===== src/rtl/vid_meter_pkg.sv =====
// Shared types and constants for the video frame meter.
package vid_meter_pkg;

  typedef enum logic [1:0] {
    ST_IDLE    = 2'd0,
    ST_MEASURE = 2'd1,
    ST_LOCKED  = 2'd2
  } meter_state_t;

  // Width of each half of res_word / total_word.
  localparam int unsigned FIELD_W = 16;

  // status_word bit positions.
  localparam int unsigned STAT_MATCH_LSB  = 0;
  localparam int unsigned STAT_STATE_LSB  = 4;
  localparam int unsigned STAT_LOCKED_BIT = 6;
  localparam int unsigned STAT_OVF_BIT    = 7;

  function automatic logic [31:0] pack_pair(input logic [FIELD_W-1:0] hi,
                                            input logic [FIELD_W-1:0] lo);
    return {hi, lo};
  endfunction

endpackage


===== src/rtl/vid_edge_det.sv =====
// Rising-edge detector: registers the previous level, flags high-after-low.
module vid_edge_det (
  input  logic ps_clk,
  input  logic rstn,
  input  logic sig,
  output logic rise
);

  logic prev;

  // Previous-cycle level of the input
  always_ff @(posedge ps_clk) begin
    if (!rstn) prev <= 1'b0;
    else       prev <= sig;
  end

  assign rise = sig & ~prev;

endmodule


===== src/rtl/vid_frame_meter.sv =====
// Video frame meter: passes video through one register stage and measures
// active/total line and frame geometry, locking after repeated identical frames.
module vid_frame_meter #(
  parameter int unsigned CNT_WIDTH      = 12,
  parameter int unsigned STABLE_FRAMES  = 2,
  parameter int unsigned TIMEOUT_CYCLES = 4000000
) (
  input  logic        PixelClk,
  input  logic        vid_rstn,
  input  logic        vid_in_hsync,
  input  logic        vid_in_vsync,
  input  logic        vid_in_VDE,
  input  logic [23:0] vid_in_data,
  output logic        vid_out_hsync,
  output logic        vid_out_vsync,
  output logic        vid_out_VDE,
  output logic [23:0] vid_out_data,
  input  logic        clr_err,
  output logic [31:0] res_word,
  output logic [31:0] total_word,
  output logic [31:0] frame_cnt,
  output logic [31:0] status_word
);
  import vid_meter_pkg::*;

  typedef logic [CNT_WIDTH-1:0] cnt_t;

  localparam cnt_t            CNT_MAX = '1;
  localparam int unsigned     TO_W    = $clog2(TIMEOUT_CYCLES + 1);
  localparam logic [TO_W-1:0] TO_LAST = TO_W'(TIMEOUT_CYCLES - 1);

  meter_state_t    state, state_n;
  logic [3:0]      match_cnt, match_n;
  logic            ovf;
  logic            hs_rise, vs_rise;
  logic            timeout, frame_end, sat, same;
  logic [TO_W-1:0] to_cnt;
  logic [31:0]     res_n, total_n;
  cnt_t            h_cnt, de_cnt, vl_cnt, va_cnt, h_line, h_act;
  cnt_t            h_cnt_n, de_cnt_n, vl_cnt_n, va_cnt_n, h_line_n, h_act_n;

  vid_edge_det u_hs_det (.ps_clk(PixelClk), .rstn(vid_rstn), .sig(vid_in_hsync), .rise(hs_rise));
  vid_edge_det u_vs_det (.ps_clk(PixelClk), .rstn(vid_rstn), .sig(vid_in_vsync), .rise(vs_rise));

  // One-stage video pass-through
  always_ff @(posedge PixelClk) begin
    if (!vid_rstn) begin
      vid_out_hsync <= 1'b0;
      vid_out_vsync <= 1'b0;
      vid_out_VDE   <= 1'b0;
      vid_out_data  <= '0;
    end else begin
      vid_out_hsync <= vid_in_hsync;
      vid_out_vsync <= vid_in_vsync;
      vid_out_VDE   <= vid_in_VDE;
      vid_out_data  <= vid_in_data;
    end
  end

  assign timeout   = (state != ST_IDLE) && (to_cnt == TO_LAST);
  assign frame_end = (state != ST_IDLE) && vs_rise && !timeout;

  // Counter next values; a coincident hsync rise closes the line before the
  // frame is sampled, so the frame results come from the post-line values.
  always_comb begin
    h_cnt_n  = h_cnt;
    de_cnt_n = de_cnt;
    vl_cnt_n = vl_cnt;
    va_cnt_n = va_cnt;
    h_line_n = h_line;
    h_act_n  = h_act;
    sat      = 1'b0;
    if (state == ST_IDLE) begin
      h_cnt_n  = '0;
      de_cnt_n = '0;
      vl_cnt_n = '0;
      va_cnt_n = '0;
      h_line_n = '0;
      h_act_n  = '0;
      if (vs_rise) begin
        h_cnt_n  = cnt_t'(1);
        de_cnt_n = cnt_t'(vid_in_VDE);
      end
    end else if (hs_rise) begin
      h_line_n = h_cnt;
      h_cnt_n  = cnt_t'(1);
      // the rise cycle itself starts the next line's pixel count
      de_cnt_n = cnt_t'(vid_in_VDE);
      if (de_cnt != '0) begin
        if (de_cnt > h_act) h_act_n = de_cnt;
        if (va_cnt == CNT_MAX) sat = 1'b1;
        else                   va_cnt_n = va_cnt + cnt_t'(1);
      end
      if (vl_cnt == CNT_MAX) sat = 1'b1;
      else                   vl_cnt_n = vl_cnt + cnt_t'(1);
    end else begin
      if (h_cnt == CNT_MAX) sat = 1'b1;
      else                  h_cnt_n = h_cnt + cnt_t'(1);
      if (vid_in_VDE) begin
        if (de_cnt == CNT_MAX) sat = 1'b1;
        else                   de_cnt_n = de_cnt + cnt_t'(1);
      end
    end
    res_n   = pack_pair(FIELD_W'(va_cnt_n), FIELD_W'(h_act_n));
    total_n = pack_pair(FIELD_W'(vl_cnt_n), FIELD_W'(h_line_n));
    same    = (res_n == res_word) && (total_n == total_word);
    if (frame_end) begin
      vl_cnt_n = '0;
      va_cnt_n = '0;
      h_act_n  = '0;
    end
  end

  // Next state and match count
  always_comb begin
    state_n = state;
    match_n = match_cnt;
    if (state == ST_IDLE) begin
      match_n = '0;
      if (vs_rise) state_n = ST_MEASURE;
    end else if (timeout) begin
      state_n = ST_IDLE;
      match_n = '0;
    end else if (frame_end) begin
      if (same) begin
        match_n = (match_cnt == 4'hF) ? 4'hF : match_cnt + 4'd1;
        state_n = ({28'd0, match_n} >= STABLE_FRAMES) ? ST_LOCKED : ST_MEASURE;
      end else begin
        match_n = '0;
        state_n = ST_MEASURE;
      end
    end
  end

  // State register
  always_ff @(posedge PixelClk) begin
    if (!vid_rstn) begin
      state     <= ST_IDLE;
      match_cnt <= '0;
    end else begin
      state     <= state_n;
      match_cnt <= match_n;
    end
  end

  // Measurement counters, timeout counter, sticky overflow and result words
  always_ff @(posedge PixelClk) begin
    if (!vid_rstn) begin
      h_cnt      <= '0;
      de_cnt     <= '0;
      vl_cnt     <= '0;
      va_cnt     <= '0;
      h_line     <= '0;
      h_act      <= '0;
      to_cnt     <= '0;
      ovf        <= 1'b0;
      res_word   <= '0;
      total_word <= '0;
      frame_cnt  <= '0;
    end else begin
      h_cnt  <= h_cnt_n;
      de_cnt <= de_cnt_n;
      vl_cnt <= vl_cnt_n;
      va_cnt <= va_cnt_n;
      h_line <= h_line_n;
      h_act  <= h_act_n;
      if (state == ST_IDLE || vs_rise || timeout) to_cnt <= '0;
      else                                        to_cnt <= to_cnt + 1'b1;
      ovf <= (ovf & ~clr_err) | sat;
      if (frame_end) begin
        res_word   <= res_n;
        total_word <= total_n;
        frame_cnt  <= frame_cnt + 32'd1;
      end
    end
  end

  // Status word assembled straight from registers
  always_comb begin
    status_word                           = '0;
    status_word[STAT_MATCH_LSB +: 4]      = match_cnt;
    status_word[STAT_STATE_LSB +: 2]      = state;
    status_word[STAT_LOCKED_BIT]          = (state == ST_LOCKED);
    status_word[STAT_OVF_BIT]             = ovf;
  end

endmodule


===== config.mk =====
export PLATFORM = sky130hd
export DESIGN_NAME = vid_frame_meter
export DESIGN_NICKNAME = d
export VERILOG_FILES = /design/src/rtl/vid_meter_pkg.sv /design/src/rtl/vid_edge_det.sv /design/src/rtl/vid_frame_meter.sv
export SDC_FILE = /design/constraint.sdc
export NUM_CORES = 1
export LEC_CHECK = 0
export BUFFER_PORTS_ARGS = -buffer_cell sky130_fd_sc_hd__buf_2
export CAP_MARGIN = 20
export CORE_AREA = 5 5 166 168
export DETAILED_ROUTE_END_ITERATION = 10
export DIE_AREA = 0 0 171 173
export PLACE_DENSITY_LB_ADDON = 0.3
export SLEW_MARGIN = 30
export SYNTH_ARGS = -nofsm -noshare
export SYNTH_HDL_FRONTEND = slang
export SYNTH_SLANG_ARGS = --single-unit
export TNS_END_PERCENT = 10

===== constraint.sdc =====
create_clock -name PixelClk -period 3 [get_ports PixelClk]
set_clock_uncertainty 0.15 [all_clocks]
set_input_delay 0 -clock PixelClk [delete_from_list [all_inputs] [get_ports PixelClk]]
set_output_delay 0 -clock PixelClk [all_outputs]
set_load 0.02 [all_outputs]

==> key figures, run 1 <==
CTS
  – CTS buffer count: 25
  – CTS max path bufs: 3
  – CTS tree: yes
  – Clock sinks: 208
  – Worst-path clk slew: 0.06 ns
  – H-tree depth: 1
  – Worst skew pair latency: 0.52 ns
  – Root buffer selected by CTS: clkbuf_16

Power and ir drop
  – Cell-internal power: 4.84 mW
  – Power share of the clock group: 48.5%
  – Worst vdd ir: between 0.0004 and 0.0005 V
  – Seq pwr share: 44.3%
  – Design Power: around 6.3 mW
  – Pleak: ~5.7 nW
  – Comb power frac: 7.2%
  – Switch Pwr: 1.49 mW
  – Power density cells: 464 mW/mm^2
  – Switching share of power: a little under a quarter

Floorplanning
  – IO Count: around 190
  – Initial Utilization: between 30% and 40%
  – Core area: between 0.02 and 0.03 mm^2
  – Die Span Y: 173 um
  – Die W: 171 um
  – Die Area: a little under 0.03 mm^2
  – Row Count: 59

Global route
  – Met1 Track Usage GR: between 20% and 30%
  – GRT overflow: 0
  – GRT Total Usage: 20.3%
  – Vias in the first global route: 9,417
  – First-pass GRT wire length: 49,800 um
  – Largest net degree at the start of global routing: 72
  – Initial antenna violation count: 1
  – Busiest layer in global routing: met2
  – M2 GR Usage: between 30% and 40%
  – Grt met3 use: 4.25%

Timing
  – Final period utilization: 114%
  – Fin Hold WS: -0.00000627 ns
  – Fin. Hold Viols: 1
  – Tmin final: approximately 3.4 ns
  – Worst-Margin Slew: 0.583 ns
  – Max-slew violation count: 0
  – RSZ-0062 raised after global routing: yes
  – Fin Setup TNS: -2.30 ns
  – Setup slack after layout: -0.418 ns
  – Final Setup Violations: 6
  – Max-slew headroom: between 60% and 70%
  – Fmax: 293 MHz

Route
  – DR WL/cell: 16.9 um
  – Initial DRC count: ~650
  – Pre-Repair DR Iteration Count: 6
  – Vias per cell: 5.25
  – Final WL: 31,400 um
  – Vias: 9,736
  – DRC violations left: 0
  – Antenna viol nets, final: 0

Setup path
  – Reg2reg setup slack: -0.42 ns
  – Crit end category: flop
  – Worst R2R Path Depth: 12
  – Worst Path Arrival: 3.71 ns
  – Worst r2r src: h_act[8]
  – FF-to-FF End: match_cnt[2]
  – Max Fanout on Critical Path: 4
  – Worst setup SP type: flop
  – Crit Path Class: flop to flop
  – CP required: 3.29 ns

Placed design
  – Final GP Congestion: about 0.90
  – Port bufs: 144
  – Post-DP HPWL: between 20,000 and 25,000 um

Synth
  – Post-synth EDFFs: 0
  – Post-synth top area cell: dfxtp_1
  – Post-synth cell types: just over 80
  – Synth top area share: 40.8%
  – Async S/R FF share, synth: 0%
  – Register area share after synthesis: roughly two fifths
  – Post-synth top flop: dfxtp_1
  – Synthesized area: a little over 0.01 mm^2
  – Cells after Synth: ~1,200
  – Synthesis-stage register bit count: about 210
  – Synth Area in Simple Gates: 26.2%
  – Largest family of logic cells by synthesized area: simple AND/OR/NAND/NOR gates
  – Syn Area/Cell: roughly 8.7 um^2
  – Mux share of post-synthesis cell area: 3.19%
  – Area share of xor/xnor cells in the synthesized design: 6.59%
  – Synth Area in Adders: 2.58%
  – Commonest cells in the netlist: 208 x dfxtp_1, 114 x nor2_1, 98 x nand2_1
  – Count leader, synth: dfxtp_1
  – Synth warnings: 0
  – Top post-synthesis cells by area: dfxtp_1 41%, nor2_1 4.2%, and2_1 3.6%, nand2_1 3.6%, xnor2_1 3.3%
  – Synth Area in Compound Gates: between 10% and 20%

Cells and area
  – Layout net count: 1,554
  – Area growth syn-to-layout: 33.9%
  – Layout cells sized above 1: 27.5%

Flow run
  – Max cap viols: 0

Status
  – Status: finished with violations
  – Failing checks: hold timing, setup timing

Min path
  – Hold Path Stages: 6
  – Hold Startpoint: vid_in_hsync
  – Min-delay worst type: input port to flop
  – WHS Endpoint: de_cnt[0]
==> power groups by stage <==
stage | logic [mW] | clock network (mW) | registers, mW
6_report | 0.457 | 3.07 | 2.80
5_1_grt | 0.488 | 3.24 | 2.80
4_1_cts | 0.449 | 3.12 | 2.80
3_5_place_dp | 0.417 | 0 | 2.86
3_3_place_gp | 0.412 | 0 | 2.86
2_1_floorplan | 0.259 | 0 | 2.89
==> critical path: stages, from the launching register on <==
cell	delay, ns
dfxtp_1	0.34
inv_1	0.05
ha_1	0.27
nand4_1	0.18
a211o_1	0.41
a31o_4	0.28
mux2_2	0.24
a21oi_1	0.07
or4b_4	0.56
nor4_4	0.39
buf_4	0.19
a31oi_1	0.09
nor4_2	0.13
==> logic make-up after synthesis <==
logic type,Yosys count
compound gates,208
other cells,1
simple gates,505
xor+xnor,75
mux,31
fa+ha+maj,21
flops,208
buf+inv,126
==> worst max path at each step <==
stage	end	depth (start not counted)	slack, ns	from
5_1_grt	match_cnt[2]	14	-0.59	h_act[5]
3_5_place_dp	match_cnt[2]	12	-0.47	h_act[6]
6_report	match_cnt[2]	12	-0.42	h_act[8]
4_1_cts	match_cnt[2]	12	-0.46	h_act[10]
3_3_place_gp	match_cnt[2]	13	-0.38	h_act[7]
2_1_floorplan	state[0]	12	-0.23	de_cnt[0]
==> placed cells by master, fill, tap and decap left out, types with 5 or more instances in the layout <==
master	n
nor2_1	113
clkinv_2	5
dfxtp_1	198
xor2_1	34
buf_4	167
a21boi_0	7
mux2_2	5
nor2b_1	21
and3_1	16
a211oi_1	10
nand2_1	98
clkbuf_1	5
xnor2_1	39
mux2i_1	22
and2_1	59
o22ai_1	12
nand2b_1	7
nand3_1	50
clkbuf_16	25
and4_1	5
inv_1	33
conb_1	40
o32ai_1	7
a21oi_1	48
nor3_1	46
ha_1	14
dfxtp_2	8
buf_2	144
nor4_1	12
a22o_1	11
or3_1	18
a31oi_1	13
nand4_1	22
ha_4	6
o21ai_0	49
a311oi_1	5
dlygate4sd3_1	33
==> area by class of cell <==
class                      instances  area (um^2)
antenna                            1         2.50
inverter                          38          145
fill                            2387        12100
clock inverter                    10          133
multi-input combinational        880         5660
timing repair buffer             350         2410
sequential                       208         4180
tap                              335          419
clock buffer                      34          699
==> per-stage QoR <==
stage | util (%) | instances | worst slack (ns) | cell area [um^2] | hold slack, ns
2_1_floorplan | - | 1214 | -0.233 | 10400 | -0.0283
3_3_place_gp | 47.8 | 1772 | -0.379 | 12300 | 0.0556
3_5_place_dp | 47.8 | 1772 | -0.474 | 12300 | 0.0601
4_1_cts | 52.7 | 1851 | -0.464 | 13600 | 0.0000976
5_1_grt | 53.0 | 1856 | -0.588 | 13700 | 0.0561
6_report | 53.0 | 1856 | -0.418 | 13700 | -0.00000627
==> registers in the layout, summed over array words and instances, names as in the netlist, 2 cells and up <==
signal        count
va_cnt           12
state             2
vl_cnt           12
h_cnt            12
res_word         24
to_cnt           22
match_cnt         4
total_word       24
h_act            12
frame_cnt        32
vid_out_data     24
de_cnt           12
h_line           12
==> per-layer routing <==
layer | vias up | share of wire [%]
li1 | 4748 | -
met1 | 4557 | 44
met2 | 370 | 45
met3 | 61 | 8.5
met4 | 0 | 2.8
met5 | - | 0
==> what timing repair did <==
| item | 4_1_cts | 5_1_grt |
|---|---|---|
| pin swaps | 9 | 4 |
| resized for setup | 15 | 10 |
| setup buffers | 4 | 2 |
| setup endpoints to repair | 6 | 6 |
| endpoints found under the hold margin | 59 | 2 |
| hold buffers | 31 | 2 |
Power figures use the tool's default switching activity.
==> run 2, diff against run 1 <==
Clock period 3 ns to 2.86 ns, I/O delays scaled along.
==> run 2 against run 1 <==
First-iteration DRC count up 19%. Critical path type unchanged. Clock power fell by 3%. Via count increased by 0.81%. Total power increased by 1.4%. Critical endpoint unchanged. Non-clock buffer count rose by 35. The run ends with setup timing left. Clock-buffer cell count is 2 higher. Highest routed layer unchanged.
==> key figures, run 2 (same netlist as run 1, synthesis figures left out) <==
Status
  – Status: finished with violations
  – Failing checks: setup timing

Power and ir drop
  – Worst vdd ir: 0.000388 V (-13%)
  – Pleak: 5.87 nW (+2.8%)
  – Design Power: 6.42 mW (+1.4%)
  – Power density cells: 460 mW/mm^2 (-0.72%)

Setup path
  – Crit path cell chain: inv_2 > ha_1 > nand4_1 > buf_4 > o31ai_4 > a31o_4 > buf_12 > mux2i_4 > nor3_2 > or4b_4 > nor4_4 > buf_4 > a31oi_1 > nor4_2
  – Crit end category: flop
  – Crit Path Class: flop to flop
  – Worst Path Arrival: 3.68 ns (-0.03 ns)
  – Worst setup SP type: flop
  – Max Fanout on Critical Path: 4 (unchanged)
  – Delay-heaviest family, CP: simple AND/OR/NAND/NOR gates
  – Crit-path max cell delay: 0.53 ns (-0.03 ns)
  – WP buf/inv: 4 (+2)
  – CP max stage cell: or4b_4
  – CP required: 3.14 ns (-0.15 ns)
  – CP dominant cell by count: buf_4

Route
  – DR WL/cell: 16.8 um (-0.96%)
  – Vias per cell: 5.20 (-0.90%)
  – Initial DRC count: 770 (+19%)
  – DRC violations left: 0 (unchanged)
  – Pre-Repair DR Iteration Count: 7 (+1)
  – Antenna viol nets, final: 0 (unchanged)
  – Final WL: 31,700 um (+0.75%)
  – Vias: 9,815 (+0.81%)

CTS
  – Worst skew pair latency: 0.52 ns (about the same)
  – Clock sinks: 208 (unchanged)
  – Root buffer selected by CTS: clkbuf_16
  – Worst-path clk slew: 0.06 ns (about the same)
  – CTS max path bufs: 3 (unchanged)
  – CTS tree: yes
  – H-tree depth: 1 (unchanged)
  – CTS buffer count: 24 (-4.0%)

Floorplanning
  – Die W: 171 um (unchanged)
  – Initial Utilization: 39.6% (unchanged)
  – Die Span Y: 173 um (unchanged)
  – Core area: 0.0258 mm^2 (unchanged)
  – IO Count: 185 (unchanged)
  – Die Area: 0.0296 mm^2 (unchanged)
  – Row Count: 59 (unchanged)

Cells and area
  – Most frequent cells in the layout: 203 x buf_4, 195 x dfxtp_1, 144 x buf_2
  – Final non-filler cell area: 0.0139 mm^2 (+2.1%)
  – Layout net count: 1,588 (+2.2%)
  – Largest register FFs: 32 (unchanged)
  – Antenna cells: 0 (-1)
  – Fillers: 2,365 (-0.92%)
  – Commonest non-fill, non-tap cell in the layout: buf_4
  – Most flops, register: frame_cnt
  – Layout cells sized above 1: 30.3% (+2.8 points)
  – Area growth syn-to-layout: 36.7%
  – Cell Count, Final, Fillers Out: 1,888 (+1.7%)

Placed design
  – # placed instances: 1,808 (+2.0%)
  – Final GP Congestion: 0.898 (-0.43%)
  – Post-DP HPWL: 23,700 um (+1.9%)
  – Pre-CTS setup slack: -0.555 ns (-0.0807 ns)
  – Placed cell areas: 0.0126 mm^2 (+1.9%)
  – Port bufs: 144 (unchanged)

Timing
  – Final period utilization: 119% (+4.8 points)
  – RSZ-0062 raised after global routing: yes
  – Max-slew headroom: 59.0% (-1.8 points)
  – Fin. Hold Viols: 0 (-1)
  – Tmin final: 3.40 ns (-0.0216 ns)
  – Fmax: 294 MHz (+0.64%)
  – Setup slack after layout: -0.536 ns (-0.118 ns)
  – Max-slew violation count: 0 (unchanged)
  – Final Setup Violations: 6 (unchanged)
  – Fin Setup TNS: -2.90 ns (-0.595 ns)
  – Worst-Margin Slew: 0.611 ns (+0.0277 ns)

Global route
  – Largest net degree at the start of global routing: 72 (unchanged)
  – First-pass GRT wire length: 49,000 um (-1.5%)
  – Vias in the first global route: 9,269 (-1.6%)
  – Initial antenna violation count: 0 (-1)
  – GRT overflow: 0 (unchanged)
  – GRT Total Usage: 20.1% (-0.19 points)

Flow run
  – Max cap viols: 0 (unchanged)

Min path
  – Min-delay worst type: input port to flop
-- run 2: cell count changes in the layout (fill, tap and decap cells not counted), sizes merged --
cell | previous run | this run
inv | 39 | 40
bufinv | 3 | 0
clkinv | 6 | 4
buf | 317 | 352
clkbuf | 34 | 36
diode | 1 | 0
-- run 2: tightest hold or removal path: stages --
cell and delay (ns):
buf_2 0.12, nand2b_4 0.14, buf_4 0.18, nor2_1 0.07
o21ai_0 0.06, o21ai_0 0.08
-- run 2: final cells by class --
type | instances | area (um^2) | area share (%)
Clock buffer | 36 | 727 | 5.22
Inverter | 38 | 145 | 1.04
Clock inverter | 6 | 37.5 | 0.269
Tap cell | 335 | 419 | 3.01
Sequential cell | 208 | 4190 | 30.0
Multi-Input combinational cell | 880 | 5780 | 41.4
Timing Repair Buffer | 385 | 2650 | 19.0
-- run 2: what timing repair did --
action	4_1_cts	5_1_grt
hold endpoints to repair	50	0
endpoints found under the setup margin	6	40
resized for setup	6	44
buffers inserted	1	4
pin swaps	4	15
hold buffers	33	0
-- run 2: worst paths after layout --
check | slack [ns] | endpoint | start | cells past startpoint
worst min-delay path | 0.04 | de_cnt[0] | vid_in_hsync | 6
worst max-delay path | -0.54 | match_cnt[2] | h_act[8] | 14
worst min register to register | 0.33 | to_cnt[0] | to_cnt[0] | 1
worst max register to register | -0.54 | match_cnt[2] | h_act[8] | 14
-- run 2: per-stage QoR --
stage	hold slack [ns]	utilization, %
after floorplan	-0.0283	-
after global placement	0.0554	48.7
after detailed placement	0.0592	48.7
after CTS	0.0121	53.1
after global routing	0.0593	54.1
final	0.0373	54.1
-- run 2: metal layers --
layer	global-route usage (%)	up-vias	routed length (um)
met4	4.89	0	731
met3	4.06	59	2540
met2	32.0	347	14200
met5	0	-	0
met1	27.9	4585	14100
li1	-	4824	-
-- run 2: report_power, final --
group          switching, mW  total (mW)  internal (mW)  leakage, nW
Sequential            0.0137        2.94           2.92         1.69
Combinational          0.305       0.492          0.186         3.80
Clock                   1.23        2.99           1.75        0.382
Total                   1.55        6.42           4.86         5.87
==> run 3, diff against run 2 <==
Settings changed: BUFFER_PORTS_ARGS -buffer_cell sky130_fd_sc_hd__buf_2 to unset, DONT_BUFFER_PORTS set to 1.
==> run 3 against run 2 <==
The run ends with hold timing, setup timing left. Maximum frequency decreased by 0.38%. Global-route usage about the same. Core utilization decreased by 0.98 points. Via count decreased by 5.0%. First-iteration DRC count decreased by 14%. Setup slack got worse by 0.013 ns. Critical path depth decreased by 1. Die area unchanged. Critical endpoint unchanged. Largest cell class unchanged.
==> key figures, run 3 (same netlist as run 1, synthesis figures left out) <==
Cells and area
  – Area growth syn-to-layout: 34.2%
  – Most flops, register: frame_cnt
  – Commonest non-fill, non-tap cell in the layout: buf_4
  – Largest register FFs: 32 (unchanged)
  – Cell Count, Final, Fillers Out: 1,796 (-4.9%)
  – Seq. cell area: 0.00418 mm^2 (about the same)
  – Antenna cells: 0 (unchanged)
  – Multi-input gate area: 0.00573 mm^2 (-0.82%)
  – Most frequent cells in the layout: 230 x buf_4, 197 x dfxtp_1, 113 x nor2_1
  – Final non-filler cell area: 0.0137 mm^2 (-1.8%)
  – Layout net count: 1,496 (-5.8%)
  – Fillers: 2,357 (-0.34%)
  – Layout cells sized above 1: 24.3% (-6.0 points)

Power and ir drop
  – Switching share of power: 24.1% (-0.063 points)
  – Switch Pwr: 1.58 mW (+1.5%)
  – Cell-internal power: 4.95 mW (+1.8%)
  – Pleak: 5.43 nW (-7.5%)
  – Power density cells: 477 mW/mm^2 (+3.6%)
  – Worst vdd ir: 0.000496 V (+28%)
  – Comb power frac: 7.0% (-0.7 points)
  – Seq pwr share: 45.5% (-0.3 points)
  – Power share of the clock group: 47.6% (+1.1 points)

Timing
  – Worst-Margin Slew: 0.742 ns (+0.131 ns)
  – Fin. Hold Viols: 1 (+1)
  – Setup slack after layout: -0.549 ns (-0.0131 ns)
  – Max-slew violation count: 0 (unchanged)
  – Final Setup Violations: 7 (+1)
  – Tmin final: 3.41 ns (+0.0131 ns)
  – Fin Setup TNS: -3.10 ns (-0.207 ns)
  – Fmax: 293 MHz (-0.38%)
  – RSZ-0062 raised after global routing: yes
  – Max-slew headroom: 50.4% (-8.6 points)
  – Final period utilization: 119% (+0.46 points)
  – Fin Hold WS: -0.00729 ns (-0.0446 ns)

Setup path
  – Worst setup SP type: flop
  – CP max stage cell: or4b_4
  – Crit-path max cell delay: 0.50 ns (-0.03 ns)
  – Crit end category: flop
  – Worst Path Arrival: 3.71 ns (+0.03 ns)
  – Max Fanout on Critical Path: 5 (+1)
  – Crit Path Class: flop to flop
  – CP required: 3.16 ns (+0.02 ns)
  – Crit path cell chain: inv_2 > ha_4 > nor2b_4 > o211ai_1 > a211o_1 > a31o_4 > mux2_4 > a21oi_1 > or4b_4 > nor4_4 > buf_4 > a31oi_1 > nor4_2

CTS
  – CTS max path bufs: 3 (unchanged)
  – Root buffer selected by CTS: clkbuf_16
  – Worst-path clk slew: 0.06 ns (about the same)
  – Clock sinks: 208 (unchanged)
  – CTS tree: yes
  – H-tree depth: 1 (unchanged)
  – Worst skew pair latency: 0.53 ns (about the same)
  – CTS buffer count: 24 (unchanged)

Route
  – Pre-Repair DR Iteration Count: 5 (-2)
  – DRC violations left: 0 (unchanged)
  – Final WL: 31,600 um (-0.27%)
  – Initial DRC count: 660 (-14%)
  – Vias per cell: 5.19 (about the same)
  – Antenna viol nets, final: 0 (unchanged)
  – Vias: 9,328 (-5.0%)
  – DR WL/cell: 17.6 um (+4.8%)

Global route
  – M2 GR Usage: 33.1% (+1.1 points)
  – Grt met3 use: 5.50% (+1.4 points)
  – Vias in the first global route: 9,096 (-1.9%)
  – Largest net degree at the start of global routing: 79 (+9.7%)
  – GRT Total Usage: 20.0% (-0.044 points)
  – Busiest layer in global routing: met2
  – Initial antenna violation count: 0 (unchanged)
  – Met1 Track Usage GR: 26.1% (-1.9 points)
  – First-pass GRT wire length: 48,800 um (-0.41%)
  – GRT overflow: 0 (unchanged)

Min path
  – Min-delay worst type: input port to flop

Floorplanning
  – Die Area: 0.0296 mm^2 (unchanged)
  – Die W: 171 um (unchanged)
  – IO Count: 185 (unchanged)
  – Row Count: 59 (unchanged)
  – Initial Utilization: 39.6% (unchanged)
  – Die Span Y: 173 um (unchanged)
  – Core area: 0.0258 mm^2 (unchanged)

Placed design
  – Port bufs: 0 (-100%)
  – # placed instances: 1,694 (-6.3%)
  – Placed cell areas: 0.0121 mm^2 (-3.7%)
  – Final GP Congestion: 0.910 (+1.4%)
  – Post-DP HPWL: 23,000 um (-3.3%)

Flow run
  – Max cap viols: 0 (unchanged)

Status
  – Failing checks: hold timing, setup timing
  – Status: finished with violations
==> run 3: per-stage QoR <==
step / total power, mW / hold slack [ns] / util (%) / worst slack (ns)
after CTS: 6.59 / 0.000477 / 52.5 / -0.620
after floorplan: 3.31 / -0.0283 / - / -0.373
after detailed placement: 3.40 / -0.0217 / 46.9 / -0.618
after global placement: 3.39 / -0.0242 / 46.9 / -0.574
after global routing: 6.76 / 0.0243 / 53.1 / -0.620
final: 6.53 / -0.00729 / 53.1 / -0.549
==> run 3: path summary, 6_finish.rpt <==
kind	start	end	slack, ns	depth (start not counted)
setup / recovery	h_act[1]	match_cnt[2]	-0.55	13
hold / removal	vid_in_hsync	vl_cnt[4]	-0.007	5
setup reg to reg	h_act[1]	match_cnt[2]	-0.55	13
hold reg to reg	to_cnt[0]	to_cnt[0]	0.32	1
==> run 3: area by class of cell <==
cell class                 count  area share [%]
clock buffer                  28            4.57
clock inverter                14            1.25
inverter                      38            1.06
multi-input combinational    880            41.9
sequential                   208            30.6
tap                          335            3.06
timing repair buffer         293            17.6
==> run 3: critical path: cells and delay by family, from the launching register on <==
kind                     cells  cell delay [ns]
flip-flops                   1             0.34
adder cells (fa/ha/maj)      1             0.27
AO/OA/AOI/OAI                5             0.98
buffers and inverters        2             0.26
multiplexers                 1             0.21
AND/OR/NAND/NOR              4             1.13
==> run 3: power groups by stage <==
stage | clock (mW) | combinational (mW) | sequential [mW]
detailed placement | 0 | 0.363 | 3.03
global route | 3.30 | 0.483 | 2.97
global placement | 0 | 0.360 | 3.03
floorplan | 0 | 0.272 | 3.03
CTS | 3.18 | 0.440 | 2.97
finish | 3.10 | 0.454 | 2.97
==> run 3: repair_timing <==
action | CTS | global route
buffers inserted | 4 | 4
endpoints found under the hold margin | 196 | 0
pin swaps | 10 | 15
hold buffers | 52 | 0
endpoints found under the setup margin | 7 | 50
resized for setup | 17 | 30
==> run 3: layer usage <==
| layer | part of all wire, % | wire [um] |
|---|---|---|
| met3 | 9.1 | 2860 |
| met2 | 46 | 14500 |
| met1 | 43 | 13500 |
| met4 | 2.1 | 665 |
| met5 | 0 | 0 |
